==> config.mk <==
export PLATFORM = sky130hd
export DESIGN_NAME = out_arbiter
export DESIGN_NICKNAME = d
export VERILOG_FILES = /design/src/rtl/out_arbiter.sv
export SDC_FILE = /design/constraint.sdc
export NUM_CORES = 1
export LEC_CHECK = 0
export CAP_MARGIN = 0
export CORE_UTILIZATION = 43
export CTS_CLUSTER_DIAMETER = 60
export DETAILED_ROUTE_END_ITERATION = 8
export PLACE_DENSITY = 0.81
export SETUP_SLACK_MARGIN = 0.5
export SKIP_CTS_REPAIR_TIMING = 1
export SKIP_LAST_GASP = 1
export SLEW_MARGIN = 30
export SYNTH_ARGS = -nofsm -noshare
export SYNTH_HDL_FRONTEND = slang
export SYNTH_SLANG_ARGS = --single-unit
==> constraint.sdc <==
create_clock -name clk -period 2.6 [get_ports clk]
set_input_delay 0.52 -clock clk [delete_from_list [all_inputs] [get_ports clk]]
set_output_delay 0.52 -clock clk [all_outputs]
set_load 0.01 [all_outputs]
==> src/rtl/out_arbiter.sv <==
// out_arbiter: round-robin arbiter time-sharing the output pins between up to
// N_REQ submodule datapaths. Grants last at least MIN_HOLD cycles; a waiting
// requester preempts after MAX_HOLD. One blank GAP cycle separates grants.
// A force mode pins the bus to one requester for debug.
// The per-requester release strobe is named 'rel' because 'release' is a
// reserved word in SystemVerilog.
module out_arbiter #(
  parameter  int N_REQ    = 4,
  parameter  int DATA_W   = 8,
  parameter  int MIN_HOLD = 4,
  parameter  int MAX_HOLD = 16,
  localparam int IDX_W    = $clog2(N_REQ),
  localparam int HOLD_W   = $clog2(MAX_HOLD) + 1
) (
  input  logic                    clk,
  input  logic                    rst,
  input  logic [N_REQ-1:0]        req,
  input  logic [N_REQ-1:0]        rel,
  input  logic [N_REQ*DATA_W-1:0] data_in,
  input  logic                    force_en,
  input  logic [IDX_W-1:0]        force_sel,
  output logic [N_REQ-1:0]        grant,
  output logic [DATA_W-1:0]       bus_out,
  output logic                    busy,
  output logic [7:0]              switch_cnt
);

  typedef enum logic [1:0] {S_IDLE, S_GRANT, S_GAP} state_t;

  state_t            state, state_nx;
  logic [IDX_W-1:0]  gidx, gidx_nx;
  logic [IDX_W-1:0]  rr_ptr, rr_nx;
  logic [HOLD_W-1:0] hold_cnt, hold_nx;
  logic              rel_pend, rel_pend_nx;
  // Set when the current grant was entered through force mode; lets a rising
  // force_en be told apart from a grant that force mode is already holding.
  logic              forced, forced_nx;
  logic [7:0]        switch_cnt_nx;

  logic [N_REQ-1:0]  gidx_oh;
  logic              scan_hit;
  logic [IDX_W-1:0]  scan_idx;
  logic              done, others_wait, min_ok, max_ok;

  assign gidx_oh     = N_REQ'(1) << gidx;
  assign done        = rel_pend | rel[gidx] | ~req[gidx];
  assign others_wait = |(req & ~gidx_oh);
  assign min_ok      = hold_cnt >= HOLD_W'(MIN_HOLD - 1);
  assign max_ok      = hold_cnt >= HOLD_W'(MAX_HOLD - 1);

  // Round-robin scan: first requester at or after rr_ptr. N_REQ is a power of
  // two, so the IDX_W-bit sum wraps modulo N_REQ on its own. Scanning from the
  // far end lets the nearest hit overwrite earlier ones.
  always_comb begin
    scan_hit = 1'b0;
    scan_idx = rr_ptr;
    for (int s = N_REQ - 1; s >= 0; s--) begin
      if (req[rr_ptr + IDX_W'(s)]) begin
        scan_hit = 1'b1;
        scan_idx = rr_ptr + IDX_W'(s);
      end
    end
  end

  // Next-state and register-update logic for the IDLE/GRANT/GAP sequencer.
  always_comb begin
    // NOTE: every signal gets a hold-value default first so no path can infer a latch.
    state_nx      = state;
    gidx_nx       = gidx;
    rr_nx         = rr_ptr;
    hold_nx       = hold_cnt;
    rel_pend_nx   = rel_pend;
    forced_nx     = forced;
    switch_cnt_nx = switch_cnt;

    unique case (state)
      S_IDLE: begin
        if (force_en || scan_hit) begin
          state_nx    = S_GRANT;
          gidx_nx     = force_en ? force_sel : scan_idx;
          forced_nx   = force_en;
          hold_nx     = '0;
          rel_pend_nx = 1'b0;
          if (switch_cnt != 8'hFF) switch_cnt_nx = switch_cnt + 8'd1;
        end
      end

      S_GRANT: begin
        if (forced) begin
          // Debug hold: only dropping force or retargeting it ends the grant.
          if (!force_en || (force_sel != gidx)) state_nx = S_GAP;
        end else if (force_en) begin
          // Force raised over an auto grant: leave at once, ignoring MIN_HOLD.
          state_nx = S_GAP;
          rr_nx    = gidx + IDX_W'(1);
        end else begin
          if (hold_cnt != '1) hold_nx = hold_cnt + HOLD_W'(1);
          if (rel[gidx]) rel_pend_nx = 1'b1;
          if ((min_ok && done) || (max_ok && others_wait)) begin
            state_nx = S_GAP;
            rr_nx    = gidx + IDX_W'(1);
          end
        end
      end

      S_GAP: state_nx = S_IDLE;

      default: state_nx = S_IDLE;
    endcase
  end

  // State register with asynchronous active-high reset.
  always_ff @(posedge clk or posedge rst) begin
    if (rst) begin
      state      <= S_IDLE;
      gidx       <= '0;
      rr_ptr     <= '0;
      hold_cnt   <= '0;
      rel_pend   <= 1'b0;
      forced     <= 1'b0;
      switch_cnt <= '0;
    end else begin
      // NOTE: non-blocking assignments so every register samples pre-edge values.
      state      <= state_nx;
      gidx       <= gidx_nx;
      rr_ptr     <= rr_nx;
      hold_cnt   <= hold_nx;
      rel_pend   <= rel_pend_nx;
      forced     <= forced_nx;
      switch_cnt <= switch_cnt_nx;
    end
  end

  // Outputs decode the registered state, so reset clears them without a clock.
  always_comb begin
    grant   = (state == S_GRANT) ? gidx_oh : '0;
    bus_out = (state == S_GRANT) ? data_in[gidx*DATA_W +: DATA_W] : '0;
    busy    = (state != S_IDLE);
  end

endmodule

==> flow_metrics.tcl <==
set metrics [dict create \
    setup_viol 0 \
    synth_seq_cells 21 \
    crit_fanout 7 \
    report.final.slew_viol_count 0 \
    synth_top_cells_by_area "dfrtp_1 34%, mux4_2 13%, ha_1 6.4%" \
    synth.distinct_cells 45 \
    synthArstFlopShare_pct 100 \
    clkTransAtPathRegs_ns 0.13 \
    drtPass1Iterations 4 \
    antenna_found_initial 0 \
    synth_seq_area_share_pct 33.7 \
    power.share.switching_pct 37.9 \
    timing.clock.skew_ns 0.0141 \
    required_ns 2.08 \
    synth_area_um2 1560 \
    die_w_um 62.2 \
    hold_slack_ns 0.507 \
    rsz0062_at_grt "yes" \
    num_vias 1493 \
    min_period_over_period_pct 89.0 \
    place_congestion 0.879 \
    synth-xor-area-share_pct 6.18 \
    synth_top_family_by_area "simple AND/OR/NAND/NOR gates" \
    synthAdderAreaFrac_pct 6.43 \
    start_util_pct 45.6 \
    drive_above_1_share_pct 25.2 \
    drv_cap 0 \
    cts_buffers 3 \
    grt_pass1_wl_um 6560 \
    synth-simple-area-share_pct 19.6 \
    fp.coreArea_um2 3420 \
    syn_nets 200 \
    cts_root_buffer "clkbuf_4" \
    ios 66 \
    p_int_w 0.00141 \
    grt_start_max_net_pins 22 \
    p_seq_share_pct 25.6 \
    ff2ff_path_depth 8 \
    dp.cells 259 \
    dieArea_um2 3870 \
    gr-total-overflow 0 \
    synth_compound_area_share_pct 14.0 \
    port_buffers 65 \
    fmax_mhz 432 \
    ctsHtreeMaxLevel 1 \
    routed_wl_um 4230 \
    netlist_instances 147 \
    hold_class "reg2reg" \
    critical_path.startpoint_type "register" \
    cts_tree "built" \
    cp_data_arrival_time_ns 1.79 \
    min_period_ns 2.31 \
    dp_hpwl_um 3200 \
    clk_latency_ns 0.31 \
    synthMuxAreaShare_pct 17.0 \
    p_comb_share_pct 67.4 \
    synth_ff_type "dfrtp_1" \
    clkPwrFrac_pct 7.0 \
    synth-edff-count 0 \
    wire_per_inst_um 15.3 \
    ir_drop_v 0.000533 \
    areaGrowthSynthToFinish_pct 58.6 \
    synth_common_cells "21 x dfrtp_1, 14 x and2_1, 10 x nand2_1" \
    clock_sinks 21 \
    status "complete, no violations" \
    track_usage_pct 21.1 \
    hp-start "switch_cnt[5]" \
    p_sw_w 0.000864 \
    endpoint_kind "output pin" \
    crit_type "reg2out" \
    synth_top_area_cell "dfrtp_1" \
    final_util_pct 72.3 \
    ant_nets 0 \
    rows 21 \
    synthDominantCellAreaShare_pct 33.7 \
    chipHeight_um 62.2 \
    regToRegStartpoint "gidx[1]" \
    crit_start "gidx[0]" \
    via_per_inst 5.41 \
    power_density_nw_per_um2 921 \
    clk_path_buf_depth 2 \
    drc 0 \
    hold-path-cell-count 1 \
    tightest_slew_ns 0.757 \
    timing.final.hold_violations 0 \
    first_global_vias 1414 \
    layout.nets 284 \
    synth.most_common_cell "dfrtp_1" \
    fillers 259 \
    yosysWarningCount 0 \
    drt_iter0_drc 33 \
    diodes 0 \
    multi_input_area_um2 1000 \
    stdcell_count 276 \
    slew_headroom_pct 49.5 \
    regArea_um2 527 \
    p_leak_nw 1.14 \
    postSynthAreaPerCell_um2 10.6 \
]
through the flow:
step	setup TNS [ns]	total power, W	area (µm²)	setup slack (ns)
global placement	0	0.00184	2290	0.0715
global route	0	0.00242	2470	0.215
finish	0	0.00228	2470	0.285
detailed placement	0	0.00188	2290	0.0359
CTS	-0.0444	0.00205	2320	-0.0322
floorplan	0	0.00133	1560	0.512
power by group through the flow:
stage	clock (W)	sequential, W	combinational [W]
2_1_floorplan	0	0.000570	0.000764
3_5_place_dp	0	0.000576	0.00131
3_3_place_gp	0	0.000568	0.00127
5_1_grt	0.000181	0.000599	0.00164
6_report	0.000160	0.000582	0.00153
4_1_cts	0.000162	0.000572	0.00131
critical path, cell delays in order (launching register included):
cell,delay [ns]
dfrtp_1,0.41
buf_12,0.13
buf_4,0.12
mux4_2,0.48
and2_1,0.17
dlymetal6s2s_1,0.18
cells in the final DEF (no fill, tap or decap), types with 7 or more instances in the layout:
cell type        instances
and2_1                  10
buf_4                   15
clkdlybuf4s50_1         50
dfrtp_1                 20
dlymetal6s2s_1           7
ha_1                     8
mux4_2                   9
nand2_1                 10
nor2_1                   7
xnor2_1                  8
final timing paths:
| path | to | slack [ns] |
|---|---|---|
| hold / removal | switch_cnt[5] | 0.51 |
| setup reg to reg | rr_ptr[1] | 0.59 |
| max in group asynchronous | gidx[1] | 1.46 |
| min in group asynchronous | hold_cnt[1] | 0.63 |
| hold reg to reg | switch_cnt[5] | 0.51 |
| setup / recovery | bus_out[6] | 0.29 |
cell families after synthesis:
kind of cell | Yosys count
AND/OR/NAND/NOR | 55
AO/OA/AOI/OAI | 27
XOR/XNOR | 11
buffers and inverters | 12
flip-flops | 21
multiplexers | 13
adder cells (fa/ha/maj) | 8
flip-flops by register name (all words and copies together) (netlist names):
register / count
rel_pend: 1
state: 2
forced: 1
rr_ptr: 2
hold_cnt: 5
gidx: 2
switch_cnt: 8
routing by layer:
| layer | vias up | wire, µm | global-route usage (%) | part of all wire, % |
|---|---|---|---|---|
| met5 | - | 0 | 0 | 0 |
| met4 | 0 | 60 | 5.81 | 1.4 |
| met3 | 8 | 193 | 3.68 | 4.6 |
| met2 | 62 | 2180 | 37.2 | 52 |
| met1 | 721 | 1790 | 26.6 | 42 |
| li1 | 702 | - | - | - |
cell type report:
| cell class | count | share of cell area [%] |
|---|---|---|
| clock buffers | 3 | 0.911 |
| clock inverters | 1 | 0.304 |
| inverters | 7 | 1.06 |
| multi-input cells | 114 | 40.6 |
| flip-flops and latches | 21 | 21.3 |
| well taps | 46 | 2.33 |
| repair buffers | 84 | 33.5 |
No activity file was read; power rests on OpenSTA's default activity.
